==> src/rtl/discrete_gated_vco_voice_pkg.sv <==
// Shared types and arithmetic helpers for the discrete-sound voice blocks.
// Helpers work in 32-bit signed math, wide enough for SIGNAL_WIDTH+8 products.
package discrete_pkg;

    typedef enum logic [1:0] {
        IDLE,
        ATTACK,
        SUSTAIN,
        RELEASE
    } env_state_t;

    // Envelope steps never stall: a zero shift result still moves by one.
    function automatic int at_least_one(input int step);
        return (step < 1) ? 1 : step;
    endfunction

    function automatic int sat_signed(input int x, input int width);
        int hi;
        int lo;
        hi = (1 << (width - 1)) - 1;
        lo = -(1 << (width - 1));
        if (x > hi)
            return hi;
        else if (x < lo)
            return lo;
        return x;
    endfunction

    // Gain in quarters; >>> on a signed int floors toward minus infinity.
    function automatic int q2_gain(input int x, input int gain_q2);
        return (x * gain_q2) >>> 2;
    endfunction

endpackage

==> src/rtl/discrete_gated_vco_voice_envelope.sv <==
// Attack/sustain/release envelope generator advancing once per audio strobe.
// A gate transition always takes priority over reaching the ceiling or floor.
module discrete_ar_envelope
    import discrete_pkg::*;
#(
    parameter int SIGNAL_WIDTH    = 16,
    parameter int ENV_MAX         = 6827,
    parameter int ATTACK_SHIFT    = 4,
    parameter int DECAY_SHIFT     = 8,
    parameter bit GATE_ACTIVE_LOW = 1'b0
) (
    input  logic                    clk,
    input  logic                    I_RSTn,
    input  logic                    audio_clk_en,
    input  logic                    gate,
    output logic [SIGNAL_WIDTH-1:0] env,
    output logic                    busy,
    output logic                    trigger_pulse
);

    env_state_t state;
    logic       g;
    int         env_i;
    int         attack_val;
    int         release_val;

    assign g             = GATE_ACTIVE_LOW ? ~gate : gate;
    assign busy          = (state != IDLE);
    assign trigger_pulse = audio_clk_en && (state == IDLE) && g;

    // NOTE: every always_comb output is assigned before any condition, so no latch can form.
    always_comb begin
        env_i       = int'(env);
        attack_val  = env_i + at_least_one((ENV_MAX - env_i) >>> ATTACK_SHIFT);
        release_val = env_i - at_least_one(env_i >>> DECAY_SHIFT);
        if (attack_val > ENV_MAX)
            attack_val = ENV_MAX;
        if (release_val < 0)
            release_val = 0;
    end

    // NOTE: state registers use <= so every branch reads the pre-edge values.
    always_ff @(posedge clk or negedge I_RSTn) begin
        if (!I_RSTn) begin
            state <= IDLE;
            env   <= '0;
        end else if (audio_clk_en) begin
            unique case (state)
                IDLE: begin
                    if (g) begin
                        state <= ATTACK;
                        env   <= SIGNAL_WIDTH'(attack_val);
                    end else begin
                        env <= '0;
                    end
                end
                ATTACK: begin
                    if (!g) begin
                        state <= RELEASE;
                        env   <= SIGNAL_WIDTH'(release_val);
                    end else begin
                        env <= SIGNAL_WIDTH'(attack_val);
                        if (attack_val == ENV_MAX)
                            state <= SUSTAIN;
                    end
                end
                SUSTAIN: begin
                    if (!g) begin
                        state <= RELEASE;
                        env   <= SIGNAL_WIDTH'(release_val);
                    end else begin
                        env <= SIGNAL_WIDTH'(ENV_MAX);
                    end
                end
                RELEASE: begin
                    if (g) begin
                        state <= ATTACK;
                        env   <= SIGNAL_WIDTH'(attack_val);
                    end else begin
                        env <= SIGNAL_WIDTH'(release_val);
                        if (release_val == 0)
                            state <= IDLE;
                    end
                end
                default: begin
                    state <= IDLE;
                    env   <= '0;
                end
            endcase
        end
    end

endmodule

==> src/rtl/discrete_gated_vco_voice.sv <==
// Gated tone voice: square LFO -> phase-accumulator VCO -> AR envelope -> asymmetric gain.
// Everything advances only on audio_clk_en; out lags env_out by one strobe.
module discrete_gated_vco_voice
    import discrete_pkg::*;
#(
    parameter int CLOCK_RATE      = 1000000,
    parameter int SAMPLE_RATE     = 48000,
    parameter int SIGNAL_WIDTH    = 16,
    parameter int PHASE_W         = 24,
    parameter int VCO_BASE_INC    = 104858,
    parameter int VCO_MOD_GAIN    = 0,
    parameter int VCO_DUTY        = 2**23,
    parameter int LFO_HALF_PERIOD = 240,
    parameter int LFO_AMPLITUDE   = 2000,
    parameter int ENV_MAX         = 6827,
    parameter int ATTACK_SHIFT    = 4,
    parameter int DECAY_SHIFT     = 8,
    parameter bit GATE_ACTIVE_LOW = 1'b0,
    parameter bit SYNC_ON_TRIGGER = 1'b1,
    parameter int POS_GAIN_Q2     = 6,
    parameter int NEG_GAIN_Q2     = 3
) (
    input  logic                           clk,
    input  logic                           I_RSTn,
    input  logic                           audio_clk_en,
    input  logic                           gate,
    output logic signed [SIGNAL_WIDTH-1:0] out,
    output logic signed [SIGNAL_WIDTH-1:0] env_out,
    output logic                           busy
);

    localparam int MAX_INC = 2**(PHASE_W - 1);

    if (SAMPLE_RATE <= 0 || SAMPLE_RATE > CLOCK_RATE || PHASE_W > 31 || SIGNAL_WIDTH > 23) begin : g_param_check
        $error("discrete_gated_vco_voice: unsupported rate or width parameters");
    end

    logic [SIGNAL_WIDTH-1:0] env;
    logic                    trigger_pulse;
    logic [PHASE_W-1:0]      phase;
    logic [31:0]             lfo_cnt;
    logic                    lfo_level;
    logic                    vco_high;
    int                      lfo_val;
    int                      inc;
    int                      bipolar;
    int                      scaled;

    discrete_ar_envelope #(
        .SIGNAL_WIDTH    (SIGNAL_WIDTH),
        .ENV_MAX         (ENV_MAX),
        .ATTACK_SHIFT    (ATTACK_SHIFT),
        .DECAY_SHIFT     (DECAY_SHIFT),
        .GATE_ACTIVE_LOW (GATE_ACTIVE_LOW)
    ) u_envelope (
        .clk           (clk),
        .I_RSTn        (I_RSTn),
        .audio_clk_en  (audio_clk_en),
        .gate          (gate),
        .env           (env),
        .busy          (busy),
        .trigger_pulse (trigger_pulse)
    );

    assign env_out  = $signed(env);
    assign vco_high = (phase < PHASE_W'(VCO_DUTY));

    always_comb begin
        lfo_val = (LFO_HALF_PERIOD == 0) ? 0 : (lfo_level ? LFO_AMPLITUDE : -LFO_AMPLITUDE);
        inc     = VCO_BASE_INC + ((lfo_val * VCO_MOD_GAIN) >>> 8);
        if (inc < 1)
            inc = 1;
        else if (inc > MAX_INC)
            inc = MAX_INC;
        // Sample is built from the envelope and phase as they stood before this strobe.
        bipolar = vco_high ? int'(env) : -int'(env);
        scaled  = q2_gain(bipolar, (bipolar > 0) ? POS_GAIN_Q2 : NEG_GAIN_Q2);
    end

    always_ff @(posedge clk or negedge I_RSTn) begin
        if (!I_RSTn) begin
            phase     <= '0;
            lfo_cnt   <= '0;
            lfo_level <= 1'b0;
            out       <= '0;
        end else if (audio_clk_en) begin
            out <= SIGNAL_WIDTH'(sat_signed(scaled, SIGNAL_WIDTH));
            if (SYNC_ON_TRIGGER && trigger_pulse) begin
                phase     <= '0;
                lfo_cnt   <= '0;
                lfo_level <= 1'b0;
            end else begin
                phase <= phase + PHASE_W'(inc);
                if (LFO_HALF_PERIOD != 0) begin
                    if (lfo_cnt == 32'(LFO_HALF_PERIOD - 1)) begin
                        lfo_cnt   <= '0;
                        lfo_level <= ~lfo_level;
                    end else begin
                        lfo_cnt <= lfo_cnt + 32'd1;
                    end
                end
            end
        end
    end

endmodule

==> config.mk <==
export PLATFORM = sky130hd
export DESIGN_NAME = discrete_gated_vco_voice
export DESIGN_NICKNAME = d
export VERILOG_FILES = /design/src/rtl/discrete_gated_vco_voice_pkg.sv /design/src/rtl/discrete_gated_vco_voice_envelope.sv /design/src/rtl/discrete_gated_vco_voice.sv
export SDC_FILE = /design/constraint.sdc
export NUM_CORES = 1
export LEC_CHECK = 0
export BUFFER_PORTS_ARGS = -buffer_cell sky130_fd_sc_hd__buf_2
export CAP_MARGIN = 20
export CORE_UTILIZATION = 46
export CTS_CLUSTER_DIAMETER = 200
export CTS_CLUSTER_SIZE = 16
export DETAILED_ROUTE_END_ITERATION = 8
export GPL_ROUTABILITY_DRIVEN = 0
export PLACE_DENSITY_LB_ADDON = 0.15
export RECOVER_POWER = 100
export SLEW_MARGIN = 25
export SYNTH_ARGS = -nofsm -noshare
export SYNTH_HDL_FRONTEND = slang
export SYNTH_SLANG_ARGS = --single-unit
==> constraint.sdc <==
create_clock -name clk -period 6.86 [get_ports clk]
set_clock_uncertainty 0.05 [all_clocks]
set_input_delay 0.686 -clock clk [delete_from_list [all_inputs] [get_ports clk]]
set_output_delay 0.686 -clock clk [all_outputs]
set_load 0.05 [all_outputs]
==> impl_metrics.tcl, run 1 <==
set metrics [dict create \
    die_x_um 140 \
    ios 37 \
    hold_path.class "register to register" \
    worstPathRequired_ns 7.06 \
    hold_viol_final 0 \
    start_kind "register" \
    crit_arrival_ns 6.84 \
    clkSlewWorstSetupHoldPaths_ns 0.05 \
    wirelength_um 24700 \
    crit_family "simple AND/OR/NAND/NOR gates" \
    r2r_slack_ns 0.22 \
    rr_endpoint "out[2]" \
    numCtsBuffers 9 \
    drv_cap 2 \
    final_cell_mix "148 x inv_1, 130 x nand2_1, 112 x nor2_1" \
    nets 1378 \
    setup_violations 0 \
    grt_max_degree 58 \
    synth.distinct_cells 81 \
    area.sequential_mm2 0.00143 \
    leakage_uw 0.00468 \
    finalPower_uw 4610 \
    drt-vias-per-instance 5.70 \
    die_area_mm2 0.0197 \
    initial_core_util_pct 46.9 \
    fill_cells 1855 \
    vias 8488 \
    synth_area_mm2 0.00881 \
    violations "max-capacitance violations, max-slew violations" \
    cts_hold_buffers 0 \
    ys.flop_type "dfrtp_1" \
    final_core_util_pct 53.4 \
    io_buffer_count 36 \
    power_per_cell_area_mw_per_mm2 460 \
    wl_per_cell_um 16.6 \
    fin_crit_ns 6.64 \
    combPwrFrac_pct 76.0 \
    drtPass1Iterations 5 \
    syn_nets 1316 \
    holdWs_ns 0.465 \
    ys_ff_latch 57 \
    root_buffer "clkbuf_16" \
    ys_async_sr_fraction_pct 100 \
    diodes 0 \
    avgSynthCellArea_um2 7.42 \
    r2r_start "u_envelope.env[3]" \
    slew_viol_final 99 \
    r2r_cells 32 \
    drive_gt1_share_pct 11.3 \
    place_ws_ns -0.0495 \
    critical_path_class "register to register" \
    pwr-share-seq_pct 13.2 \
    synth_edf_count 0 \
    tightest_slew_ns 3.08 \
    slowest_stage "fa_1" \
    die_h_um 140 \
    gr-total-overflow 0 \
    slew_headroom_pct -105 \
    cts_tree "yes" \
    internal-power_uw 2130 \
    dp_hpwl_um 19000 \
    critPathBufInv 7 \
    multi_input_area_mm2 0.00679 \
    postSynthCellCount 1188 \
    drt_iter0_markers 454 \
    rows 50 \
    yosysWarningCount 0 \
    fmax_mhz 151 \
    max_stage_delay_ns 0.54 \
    cts_buffer_depth 2 \
    ys_seq_area_share_pct 16.2 \
    clkPwrFrac_pct 10.8 \
    critPathCaptureType "register" \
    finalWorstSetupSlack_ns 0.221 \
    swShare_pct 53.7 \
    fin_crit_sh_pct 96.8 \
    grt_pass1_wl_um 40800 \
    worstHoldStart "out[4]" \
    core_mm2 0.0188 \
    crit_fanout 12 \
    track_usage_pct 25.7 \
    status "finished, violations left" \
    cts-htree-levels 3 \
    p_sw_uw 2470 \
    hold_depth 2 \
    ir_drop_mv 0.294 \
    grt_pass1_vias 8098 \
    holdPathEnd "out[4]" \
    ant_nets 0 \
    layout_commonest_cell "inv_1" \
    insertion_delay_ns 0.33 \
    antenna_found_initial 0 \
    drc_errors 0 \
    clock_sinks 57 \
    synthToLayoutAreaGrowth_pct 13.8 \
]
[state kept, by name, summed over array words and instances (netlist names)]
name and cells:
u_envelope.state 2, out 16, u_envelope.env 16, phase 23
[cells in the mapped netlist (all sizes together), types with 12 or more instances]
| master | number | area (um^2) |
|---|---|---|
| a211oi | 16 | 120 |
| o21ai | 65 | 333 |
| a21o | 17 | 129 |
| nor2b | 21 | 131 |
| o31ai | 14 | 124 |
| a21oi | 78 | 432 |
| inv | 148 | 556 |
| xnor2 | 54 | 473 |
| nand2 | 131 | 492 |
| nand2b | 12 | 75.1 |
| dfrtp | 57 | 1430 |
| nor3 | 25 | 125 |
| nand3 | 29 | 145 |
| xor2 | 24 | 210 |
| nand4 | 20 | 125 |
| nor2 | 113 | 424 |
| fa | 31 | 621 |
| clkbuf | 39 | 150 |
| ha | 93 | 1160 |
| o21a | 29 | 218 |
[worst max-delay path by stage]
stage / from / to / slack [ns] / depth (start not counted)
2_1_floorplan: u_envelope.env[1] / out[12] / 0.03 / 29
3_3_place_gp: u_envelope.env[7] / out[2] / 0.11 / 28
3_5_place_dp: u_envelope.env[7] / out[2] / -0.05 / 28
4_1_cts: u_envelope.env[7] / out[2] / 0.02 / 28
5_1_grt: u_envelope.env[4] / out[2] / -0.11 / 32
6_report: u_envelope.env[3] / out[2] / 0.22 / 32
[kinds of logic (layout without fill, tap and decap cells)]
family                   count (synthesis)  in the layout  synth area share (%)
AND/OR/NAND/NOR                        423            424                  23.1
AO/OA/AOI/OAI                          300            300                  23.0
buffers and inverters                  201            266                  9.07
adder cells (fa/ha/maj)                124            124                  20.3
XOR/XNOR                                78             78                  7.75
flip-flops                              57             57                  16.2
multiplexers                             5              5                 0.582
[power groups by stage]
stage	clock network, uW	logic [uW]	registers, uW
2_1_floorplan	0	2250	859
3_3_place_gp	0	3370	598
3_5_place_dp	0	3380	599
4_1_cts	506	3410	598
5_1_grt	522	3880	624
6_report	499	3500	606
[per-layer routing]
layer | part of all wire [%] | GRT usage (%)
met1 | 47 | 35.3
met2 | 45 | 41.2
met3 | 4.3 | 3.21
met4 | 3.7 | 9.83
met5 | 0 | 0
[worst register-to-register path: cells and delay by family, from the launching register on]
family	cells	cell delay (ns)
xor+xnor	1	0.13
flops	1	0.42
fa+ha+maj	4	1.26
simple gates	12	2.29
compound gates	8	1.45
buf+inv	7	0.95
[through the flow]
stage | cell area [um^2] | setup TNS, ns | std cells
CTS | 9810 | 0 | 1478
detailed placement | 9470 | -0.254 | 1463
finish | 10000 | 0 | 1488
global placement | 9470 | 0 | 1463
global route | 10000 | -1.23 | 1488
floorplan | 8810 | 0 | 1188
[timing repair]
action,in CTS,in global routing
endpoints found under the setup margin,15,25
pin swaps,0,17
gates resized for setup,2,48
gates cloned,0,2
buffers inserted,0,8
endpoints found under the hold margin,0,0
[layout make-up]
cell class | instances | share of cell area, %
multi-input combinational | 931 | 67.7
clock inverter | 2 | 0.599
sequential | 57 | 14.2
clock buffer | 13 | 2.70
inverter | 150 | 5.62
timing repair buffer | 101 | 6.21
tap | 234 | 2.92
(Power assumes the default switching activity.)
==> run 2, diff against run 1 <==
==> constraint.sdc (replaced) <==
create_clock -name clk -period 6.86 [get_ports clk]
set_clock_uncertainty 0.05 [all_clocks]
set_input_delay 1.372 -clock clk [delete_from_list [all_inputs] [get_ports clk]]
set_output_delay 1.372 -clock clk [all_outputs]
set_load 0.05 [all_outputs]
==> run 2 against run 1 <==
Net effect:
- the run still ends with max-capacitance violations, max-slew violations left
- combinational power about the same
- global-route usage decreased by 0.55 points
- final area shrank 0.35%
- total power up 0.19%
- sequential power barely moved
- clock power fell by 5.0%
- via count hardly changed
- largest cell class unchanged
- highest routed layer unchanged
==> impl_metrics.tcl, run 2 (synthesized netlist as in run 1, its figures left out) <==
set metrics [dict create \
    hold_viol_final 0 \
    rows 50 \
    crit_top_cell "inv_1" \
    setup_violations 0 \
    diodes 0 \
    io_buffer_count 36 \
    layout_commonest_cell "inv_1" \
    leakage_uw 0.00467 \
    cts_tree "yes" \
    tightest_slew_ns 3.08 \
    numCtsBuffers 9 \
    drc_errors 0 \
    clock_sinks 57 \
    fin_crit_sh_pct 96.5 \
    wl_per_cell_um 16.6 \
    final_cell_mix "148 x inv_1, 129 x nand2_1, 111 x nor2_1" \
    worstHoldStart "out[13]" \
    slew_viol_final 100 \
    slew_headroom_pct -106 \
    ir_drop_mv 0.330 \
    clkSlewWorstSetupHoldPaths_ns 0.05 \
    wirelength_um 24600 \
    critical_path_class "register to register" \
    cts_buffer_depth 2 \
    largestRegisters "phase (23), out (16), u_envelope.env (16)" \
    rsz0062_at_grt "true" \
    drive_gt1_share_pct 11.4 \
    die_h_um 140 \
    r2r_start "u_envelope.env[1]" \
    hold_path.class "register to register" \
    worstPathRequired_ns 7.06 \
    ant_nets 0 \
    initial_core_util_pct 46.9 \
    drtPass1Iterations 5 \
    r2r_cells 28 \
    synthToLayoutAreaGrowth_pct 13.4 \
    grt_max_degree 58 \
    core_mm2 0.0188 \
    grt_pass1_wl_um 40200 \
    die_x_um 140 \
    fill_cells 1848 \
    crit_arrival_ns 6.82 \
    fin_crit_ns 6.62 \
    die_area_mm2 0.0197 \
    start_kind "register" \
    dp_cells 1463 \
    slowest_stage "or4_1" \
    largest-register "phase" \
    status "finished, violations left" \
    critPathCaptureType "register" \
    drv_cap 2 \
    stdcell_count 1484 \
    gr-total-overflow 0 \
    drt-vias-per-instance 5.72 \
    hold_depth 2 \
    root_buffer "clkbuf_16" \
    drt_iter0_markers 624 \
    largest_register_ffs 23 \
    track_usage_pct 25.2 \
    cts-htree-levels 3 \
    nets 1374 \
    antenna_found_initial 0 \
    grt_pass1_vias 8031 \
    power_per_cell_area_mw_per_mm2 462 \
    setup_tns_ns 0 \
    insertion_delay_ns 0.32 \
    ios 37 \
    cts_hold_buffers 0 \
    dp_hpwl_um 18800 \
    max_stage_delay_ns 0.56 \
    crit_fanout 8 \
    vias 8486 \
    fmax_mhz 151 \
    crit_path_start "u_envelope.env[1]" \
    violations "max-capacitance violations, max-slew violations" \
]
## run 2: worst paths after layout
| kind | slack [ns] | endpoint |
|---|---|---|
| min in group asynchronous | 2.11 | phase[12] |
| worst max-delay path | 0.24 | out[2] |
| worst min-delay path | 0.46 | out[13] |
| worst max register to register | 0.24 | out[2] |
| worst min register to register | 0.46 | out[13] |
| max in group asynchronous | 2.90 | out[15] |
## run 2: area by class of cell
type / count / area [um^2] / share of cell area [%]
clock buffers: 12 / 246 / 2.47
inverters: 150 / 563 / 5.64
repair buffers: 98 / 617 / 6.17
flip-flops and latches: 57 / 1430 / 14.3
clock inverters: 3 / 65.1 / 0.651
well taps: 234 / 293 / 2.93
multi-input cells: 930 / 6780 / 67.9
## run 2: stage by stage
step / total power [uW] / utilization (%) / setup slack, ns / cell area (um^2) / hold WS, ns
floorplan: 3110 / - / 0.0306 / 8810 / 0.454
CTS: 4490 / 52.1 / 0.0682 / 9780 / 0.466
global placement: 3970 / 50.5 / 0.107 / 9470 / 0.444
global route: 5040 / 53.2 / -0.0522 / 9990 / 0.494
finish: 4620 / 53.2 / 0.237 / 9990 / 0.462
detailed placement: 3980 / 50.5 / -0.0179 / 9470 / 0.453
## run 2: what timing repair did
action	in CTS	in global routing
pin swaps	0	13
cloned	0	1
gates resized for setup	1	49
endpoints found under the setup margin	10	25
buffers inserted	0	5
## run 2: per-layer routing
layer,wire [um],vias to the layer above,global-route usage (%)
met5,0,-,0
met4,811,0,8.21
met3,1060,60,2.84
met2,10900,241,40.4
met1,11800,3939,35.2
li1,-,4246,-
## run 2: critical path, delay by kind of cell, from the launching register on
family	cells	cell delay (ns)
AO/OA/AOI/OAI	8	1.98
AND/OR/NAND/NOR	9	2.02
adder cells (fa/ha/maj)	4	1.32
buffers and inverters	5	0.51
flip-flops	1	0.40
XOR/XNOR	2	0.27
## run 2: power by group
part	switching, uW	internal, uW
combinational	2220	1310
clock	149	325
sequential	123	486
